### src/rtl/vga_timing_gen.sv
// Parametrised VGA raster timing generator with pixel clock-enable divider and scan enable.
// Define VGA_FRAME_COUNT_EN to build the completed-frame counter; otherwise frame_count is tied to 0.
module vga_timing_gen #(
   parameter int H_ACTIVE   = 800,
   parameter int H_FP       = 56,
   parameter int H_SYNC     = 120,
   parameter int H_BP       = 64,
   parameter int V_ACTIVE   = 600,
   parameter int V_FP       = 37,
   parameter int V_SYNC     = 6,
   parameter int V_BP       = 23,
   parameter int H_SYNC_POL = 1,
   parameter int V_SYNC_POL = 1,
   parameter int CLK_DIV    = 1,
   parameter int COL_W      = 11,
   parameter int ROW_W      = 10,
   parameter int FRAME_W    = 8
) (
   input  logic               clock,
   input  logic               reset,
   input  logic               enable,
   output logic               pix_tick,
   output logic [COL_W-1:0]   display_col,
   output logic [ROW_W-1:0]   display_row,
   output logic               visible,
   output logic               hsync,
   output logic               vsync,
   output logic               line_start,
   output logic               frame_start,
   output logic [FRAME_W-1:0] frame_count
);

   localparam int H_TOTAL = H_ACTIVE + H_FP + H_SYNC + H_BP;
   localparam int V_TOTAL = V_ACTIVE + V_FP + V_SYNC + V_BP;
   localparam int DIV_W   = (CLK_DIV > 1) ? $clog2(CLK_DIV) : 1;

   localparam logic [DIV_W-1:0] DIV_LAST  = DIV_W'(CLK_DIV - 1);
   localparam logic [COL_W-1:0] COL_LAST  = COL_W'(H_TOTAL - 1);
   localparam logic [COL_W-1:0] COL_ACT   = COL_W'(H_ACTIVE);
   localparam logic [ROW_W-1:0] ROW_LAST  = ROW_W'(V_TOTAL - 1);
   localparam logic [ROW_W-1:0] ROW_ACT   = ROW_W'(V_ACTIVE);
   // Sync window bounds carry one extra bit so a zero back porch cannot wrap the end bound.
   localparam logic [COL_W:0]   HS_BEGIN  = (COL_W + 1)'(H_ACTIVE + H_FP);
   localparam logic [COL_W:0]   HS_END    = (COL_W + 1)'(H_ACTIVE + H_FP + H_SYNC);
   localparam logic [ROW_W:0]   VS_BEGIN  = (ROW_W + 1)'(V_ACTIVE + V_FP);
   localparam logic [ROW_W:0]   VS_END    = (ROW_W + 1)'(V_ACTIVE + V_FP + V_SYNC);
   localparam logic             HS_ON     = 1'(H_SYNC_POL);
   localparam logic             VS_ON     = 1'(V_SYNC_POL);

   logic [DIV_W-1:0] div_cnt_r;
   logic [DIV_W-1:0] div_next_s;
   logic [COL_W-1:0] col_r;
   logic [COL_W-1:0] col_next_s;
   logic [ROW_W-1:0] row_r;
   logic [ROW_W-1:0] row_next_s;
   logic             advance_s;
   logic             vis_next_s;
   logic             hs_next_s;
   logic             vs_next_s;
   logic             sof_s;
   logic             visible_r;
   logic             hsync_r;
   logic             vsync_r;
   logic             pix_tick_r;
   logic             line_start_r;
   logic             frame_start_r;

   // Divider step and the raster position the next advance moves to.
   always_comb begin
      advance_s  = 1'b0;
      div_next_s = div_cnt_r;
      col_next_s = col_r;
      row_next_s = row_r;
      if (enable) begin
         if (div_cnt_r == DIV_LAST) begin
            advance_s  = 1'b1;
            div_next_s = '0;
         end else begin
            div_next_s = div_cnt_r + 1'b1;
         end
      end else begin
         advance_s  = 1'b0;
      end
      if (col_r == COL_LAST) begin
         col_next_s = '0;
         if (row_r == ROW_LAST) begin
            row_next_s = '0;
         end else begin
            row_next_s = row_r + 1'b1;
         end
      end else begin
         col_next_s = col_r + 1'b1;
         row_next_s = row_r;
      end
      vis_next_s = (col_next_s < COL_ACT) && (row_next_s < ROW_ACT);
      hs_next_s  = (({1'b0, col_next_s} >= HS_BEGIN) && ({1'b0, col_next_s} < HS_END)) ? HS_ON : ~HS_ON;
      vs_next_s  = (({1'b0, row_next_s} >= VS_BEGIN) && ({1'b0, row_next_s} < VS_END)) ? VS_ON : ~VS_ON;
      sof_s      = advance_s && (col_next_s == '0) && (row_next_s == '0);
   end

   // Raster state and registered outputs, all loaded together on the advance edge.
   always_ff @(posedge clock or posedge reset) begin
      if (reset) begin
         div_cnt_r     <= '0;
         col_r         <= COL_LAST;
         row_r         <= ROW_LAST;
         visible_r     <= 1'b0;
         hsync_r       <= ~HS_ON;
         vsync_r       <= ~VS_ON;
         pix_tick_r    <= 1'b0;
         line_start_r  <= 1'b0;
         frame_start_r <= 1'b0;
      end else begin
         div_cnt_r     <= div_next_s;
         pix_tick_r    <= advance_s;
         line_start_r  <= advance_s && (col_next_s == '0);
         frame_start_r <= sof_s;
         if (advance_s) begin
            col_r     <= col_next_s;
            row_r     <= row_next_s;
            visible_r <= vis_next_s;
            hsync_r   <= hs_next_s;
            vsync_r   <= vs_next_s;
         end
      end
   end

`ifdef VGA_FRAME_COUNT_EN
   logic [FRAME_W-1:0] frame_cnt_r;

   // Completed-frame counter, bumped on the same edge that raises frame_start.
   always_ff @(posedge clock or posedge reset) begin
      if (reset) begin
         frame_cnt_r <= '0;
      end else if (sof_s) begin
         frame_cnt_r <= frame_cnt_r + 1'b1;
      end
   end

   assign frame_count = frame_cnt_r;
`else
   assign frame_count = '0;
`endif

   assign pix_tick    = pix_tick_r;
   assign display_col = col_r;
   assign display_row = row_r;
   assign visible     = visible_r;
   assign hsync       = hsync_r;
   assign vsync       = vsync_r;
   assign line_start  = line_start_r;
   assign frame_start = frame_start_r;

endmodule

### config.mk
export PLATFORM = sky130hd
export DESIGN_NAME = vga_timing_gen
export DESIGN_NICKNAME = d
export VERILOG_FILES = /design/src/rtl/vga_timing_gen.sv
export SDC_FILE = /design/constraint.sdc
export NUM_CORES = 1
export LEC_CHECK = 0
export CORE_UTILIZATION = 35
export CTS_CLUSTER_DIAMETER = 50
export DETAILED_ROUTE_END_ITERATION = 8
export SLEW_MARGIN = 20
export SYNTH_ARGS = -nofsm -noshare
export SYNTH_HDL_FRONTEND = slang
export SYNTH_SLANG_ARGS = --single-unit
### constraint.sdc
create_clock -name clock -period 4.3 [get_ports clock]
set_input_delay 0.43 -clock clock [delete_from_list [all_inputs] [get_ports clock]]
set_output_delay 0.43 -clock clock [all_outputs]
set_load 0.01 [all_outputs]
==> results of run 1 <==
flip-flops by register name (all words and copies together), names as in the netlist:
name         count
visible          1
vsync            1
display_col     11
hsync            1
pix_tick         1
frame_start      1
display_row     10
line_start       1
kinds of logic (layout without fill, tap and decap cells):
group / after synthesis / count (layout) / share of synthesized area
AOI/OAI and AO/OA: 45 / 45 / 0.147
xor gates and xnor gates: 17 / 17 / 0.0776
adders and majority gates: 3 / 3 / 0.0196
buffers and inverters: 35 / 47 / 0.0933
DFF: 27 / 27 / 0.359
muxes: 5 / 5 / 0.0280
other: 1 / 8 / 0.00196
and+or+nand+nor: 98 / 98 / 0.274
power groups by stage:
stage / clock network (W) / logic [W] / registers, W
floorplan: 0 / 0.000221 / 0.000393
global placement: 0 / 0.000343 / 0.000404
detailed placement: 0 / 0.000334 / 0.000405
CTS: 0.000159 / 0.000338 / 0.000401
global route: 0.000170 / 0.000371 / 0.000414
finish: 0.000152 / 0.000336 / 0.000402
worst max path at each step:
stage,from,end,cells past startpoint
floorplan,display_col[0],vsync,8
global placement,display_col[0],visible,8
detailed placement,display_col[0],visible,8
CTS,display_col[0],visible,8
global route,display_col[0],visible,8
finish,display_col[0],visible,8
stage by stage:
step / setup slack, ns / utilization
detailed placement: 1.50 / 0.423
CTS: 1.47 / 0.432
floorplan: 1.76 / -
global placement: 1.55 / 0.423
global route: 1.30 / 0.432
finish: 1.44 / 0.432
cells in the final DEF, fill, tap and decap left out, types with 3 or more instances in the layout:
cell type and count:
nor3_1 6, o21ai_0 13, mux2_2 3, nor2_1 18, clkbuf_8 3, ha_1 3, xor2_1 6, nor4_1 3
a31oi_1 3, inv_1 11, xnor2_1 11, conb_1 8, o22ai_1 3, clkdlybuf4s50_1 29, o31ai_1 4, and3_1 5
nand4_1 10, dfrtp_1 17, nand3_1 17, a21oi_1 11, dfstp_2 10, nand2_1 18
cell type report:
type / instances / area, µm² / share of cell area
Timing Repair Buffer: 31 / 305 / 0.136
Tap cell: 70 / 87.6 / 0.0389
Clock buffer: 3 / 41.3 / 0.0184
Sequential cell: 27 / 688 / 0.306
Clock inverter: 1 / 5.00 / 0.00222
Inverter: 12 / 45.0 / 0.0200
Multi-Input combinational cell: 176 / 1080 / 0.479
critical path, cell delays in order, from the launching register on:
cell and delay (ns):
dfstp_2 0.60, ha_1 0.24, and3_1 0.38, and3_1 0.40, a21oi_1 0.11, a31oi_1 0.44
nor3_1 0.13, nor4b_1 0.32, o32ai_1 0.11
layer usage:
layer | vias up | global-route usage | part of all wire
li1 | 853 | - | -
met1 | 803 | 0.230 | 0.51
met2 | 63 | 0.229 | 0.43
met3 | 7 | 0.0192 | 0.048
met4 | 0 | 0.0481 | 0.013
met5 | - | 0 | 0
==> metrics.md, run 1 <==
| Metric | Value |
|---|---|
| Min cycle time layout | 2.86 ns |
| Worst slew pin tran | 0.595 ns |
| Setup violations, final | 0 |
| Post-CTS Setup Repair Bufs | 0 |
| PwrDens | 396 nW/µm² |
| Syn-to-layout area delta | 17.3% |
| Worst Reg-to-Reg Cells | 8 |
| Status | complete, no violations |
| Drt pass-1 iters | 4 |
| H-tree depth | 1 |
| Area share of the leading cell type in the synthesized netlist | 0.222 |
| Row count | 26 |
| Initial drt markers | 132 |
| Clock Latency Late Sink | 0.28 ns |
| Switching Share | 0.383 |
| WL/cell | 13.9 µm |
| Number of synthesized flops with an enable pin | 0 |
| RePlAce Congestion | 0.858 |
| Leakage | 0.910 nW |
| Core area | 5200 µm² |
| Hold slack | 0.516 ns |
| Number of global-route vias before repair | 1509 |
| Worst setup EP type | flip-flop |
| Routed WL | 4.45 mm |
| Worst path arrival time | 3.02 ns |
| Max IR drop VDD | 0.000254 V |
| Ys flop type | dfrtp_1 |
| Clock share of power | 0.171 |
| R2R Path End | visible |
| Sequential area share after synthesis | 0.359 |
| Layout Skew | 0.00317 ns |
| Post-synthesis instance total | 231 |
| RSZ-0062 raised after global routing | false |
| Antenna violations before repair | 0 |
| Hold WC Path Type | input pin to async pin |
| Largest cells by area after synthesis | dfrtp_1 (22%), dfstp_2 (14%), xnor2_1 (5.0%), nand3_1 (4.4%), buf_4 (3.5%) |
| Diode count | 0 |
| Synth area leader | dfrtp_1 |
| Logic gate share of total power | 0.378 |
| Port-buffer cells | 29 |
| Finished Layout Cells | 320 |
| Avg Inst Size Synth | 8.30 µm² |
| Number of hold-repair buffers added at the cts stage | 0 |
| I/O pin total | 38 |
| Post-route clock period utilization | 0.666 |
| RR Startpoint | display_col[0] |
| Root buffer cell | clkbuf_8 |
| Via count | 1726 |
| Cell count after placement | 316 |
| Critical Path RT | 4.45 ns |
| Nets | 257 |
| Fillers | 510 |
| Clock Tree Buf Depth | 2 |
| Seq cells post-synth | 27 |
| Post-route antenna net violation count | 0 |
| Die height | 76.0 µm |
| Post-CTS sizing | 0 |
| CTS tree | yes |
| Crit path launch type | flip-flop |
| Max Cap Viol | 0 |
| Setup Total Neg Slack | 0 ns |
| Total power | 0.000891 W |
| Largest net degree at the start of global routing | 32 |
| Yosys warns | 0 |
| Yosys cell types | 50 |
| Initial Utilization | 0.369 |
| Global-route wire length before repair | 7.33 mm |
| Post-DP HPWL | 3.06 mm |
| Gr usage total | 0.154 |
| Reg power frac | 0.452 |
| Crit path max fanout | 10 |
| Hold Fails Final Rpt | 0 |
| Sink Count | 27 |
| Synth top cells by count | nand2_1 (18), nor2_1 (18), dfrtp_1 (17), nand3_1 (17), o21ai_0 (13) |
| Worst rel slew slack | 0.600 |
| Switching pwr | 0.000341 W |
| R2R setup slack | 1.44 ns |
| Reg clk slew, reported paths | 0.10 ns |
| Die width | 76.0 µm |
| Total CTS buffers | 3 |
| Placed Area | 2200 µm² |
| Remaining global-route overflow | 0 |
| Internal | 0.000549 W |
| Fraction of layout cells with a size suffix above 1 | 0.104 |
| Cell area after layout | 2250 µm² |
| Async set-or-reset flop fraction in the synthesized netlist | 1.00 |
| Slew Limit Fails | 0 |
| F_max | 0.349 GHz |
| Residual DRC | 0 |
| Via/cell ratio | 5.39 |
| Cell Area, Synth | 1920 µm² |
| Critical path class | flip-flop to flip-flop |
| Die ar. | 5780 µm² |
(Power assumes the default switching activity.)
==> run 2: changes to the inputs <==
- clock period: 4.3 -> 2.9 ns (I/O delays scaled with it)
==> run 2 against run 1 <==
Flip-flop and latch count did not move; clock skew about the same; cell area increased by 2.6%; largest cell class unchanged; die area is the same; clock power grew 41%; non-clock buffer count grew 8; hold slack lost 0.15 ns; highest routed layer unchanged; sequential share of layout area down 0.78 points; via count shrank 1.7%; core utilization up 1.1 points; critical path depth stayed put.
==> metrics.md, run 2 (synthesis results as in run 1) <==
| Metric | Value |
|---|---|
| Status | complete, no violations |
| Post-route clock period utilization | 0.906 |
| Hold WC Path Type | input pin to async pin |
| Post-CTS sizing | 0 |
| Slew Limit Fails | 0 |
| Die width | 76.0 µm |
| Remaining global-route overflow | 0 |
| RSZ-0062 raised after global routing | false |
| Sink Count | 27 |
| Worst setup EP type | flip-flop |
| WL/cell | 13.6 µm |
| Worst Reg-to-Reg Cells | 8 |
| Max IR drop VDD | 0.000323 V |
| Row count | 26 |
| Worst slack, placed | 0.261 ns |
| Global-route wire length before repair | 7.69 mm |
| Critical Path RT | 3.06 ns |
| Initial Utilization | 0.369 |
| Fraction of layout cells with a size suffix above 1 | 0.124 |
| Syn-to-layout area delta | 20.4% |
| Die ar. | 5780 µm² |
| Setup violations, final | 0 |
| PwrDens | 577 nW/µm² |
| R2R Path End | vsync |
| Crit path max fanout | 9 |
| Antenna violations before repair | 0 |
| Largest register FFs | 11 |
| CTS tree | yes |
| Clock Latency Late Sink | 0.27 ns |
| Max Cap Viol | 0 |
| Hold Fails Final Rpt | 0 |
| Port-buffer cells | 29 |
| Largest net degree at the start of global routing | 28 |
| Routed WL | 4.47 mm |
| Critical path class | flip-flop to flip-flop |
| Post-DP HPWL | 3.30 mm |
| RePlAce Congestion | 0.880 |
| Cell area after layout | 2310 µm² |
| Number of hold-repair buffers added at the cts stage | 0 |
| Clock Tree Buf Depth | 2 |
| Drt pass-1 iters | 4 |
| Min cycle time layout | 2.63 ns |
| Root buffer cell | clkbuf_8 |
| Leakage | 0.950 nW |
| Post-CTS Setup Repair Bufs | 0 |
| R2R setup slack | 0.27 ns |
| Gr usage total | 0.162 |
| Core area | 5200 µm² |
| Reg clk slew, reported paths | 0.09 ns |
| RR Startpoint | display_row[7] |
| Hold slack | 0.367 ns |
| Via/cell ratio | 5.17 |
| Most frequent cells in the layout | clkdlybuf4s50_1 (29), nor2_1 (18), nand2_1 (18) |
| Post-route antenna net violation count | 0 |
| Residual DRC | 0 |
| Layout Skew | 0.00352 ns |
| Via count | 1697 |
| Crit path launch type | flip-flop |
| Finished Layout Cells | 328 |
| Most common cell after layout, fill and taps aside | clkdlybuf4s50_1 |
| Cell count after placement | 324 |
| Nets | 265 |
| I/O pin total | 38 |
| Diode count | 0 |
| Placed Area | 2260 µm² |
| Setup Total Neg Slack | 0 ns |
| Setup ws final | 0.273 ns |
| F_max | 0.381 GHz |
| H-tree depth | 1 |
| Total CTS buffers | 3 |
| Initial drt markers | 165 |
| Worst path arrival time | 2.78 ns |
| Die height | 76.0 µm |
| Number of global-route vias before repair | 1512 |
## run 2: changes by cell type in the layout (fill, tap and decap cells not counted), sizes merged
cell and change:
buf +8, clkinv -1, clkbuf +1
## run 2: power by group
| group | leakage (nW) | internal, W | total (W) | switching, W |
|---|---|---|---|---|
| Sequential | 0.328 | 0.000468 | 0.000567 | 0.0000990 |
| Combinational | 0.599 | 0.000270 | 0.000549 | 0.000279 |
| Clock | 0.0228 | 0.0000985 | 0.000215 | 0.000117 |
| Total | 0.950 | 0.000837 | 0.00133 | 0.000494 |
## run 2: cell type report
class                   instances  area (µm²)
clock buffers                   4        45.0
fillers                       535        2900
inverters                      12        45.0
multi-input cells             176        1080
flip-flops and latches         27         688
well taps                      70        87.6
repair buffers                 39         365
## run 2: critical path, cell delays in order, from the launching register on
cell,delay (ns)
dfstp_2,0.61
or4b_2,0.62
nor3_1,0.33
buf_4,0.23
a21oi_1,0.05
o21ai_0,0.27
nor4_1,0.11
a2bb2oi_1,0.19
o22ai_1,0.10
## run 2: stage by stage
step            util  power, W
2_1_floorplan      -  0.000910
3_3_place_gp   0.435   0.00113
3_5_place_dp   0.435   0.00112
4_1_cts        0.444   0.00135
5_1_grt        0.444   0.00143
6_report       0.444   0.00133
## run 2: worst max-delay path by stage
stage / from / endpoint / depth (start not counted)
after detailed placement: display_col[0] / frame_start / 8
after global routing: display_col[0] / frame_start / 8
after CTS: display_col[0] / frame_start / 8
after floorplan: display_col[0] / vsync / 8
final: display_row[7] / vsync / 8
after global placement: display_col[0] / frame_start / 8
## run 2: metal layers
layer  GRT usage  vias to the layer above  part of all wire  wire, µm
li1            -                      870                 -         -
met3      0.0192                        6             0.048       216
met1       0.248                      770              0.50      2230
met2       0.236                       51              0.44      1980
met4      0.0500                        0             0.011        50
met5           0                        -                 0         0
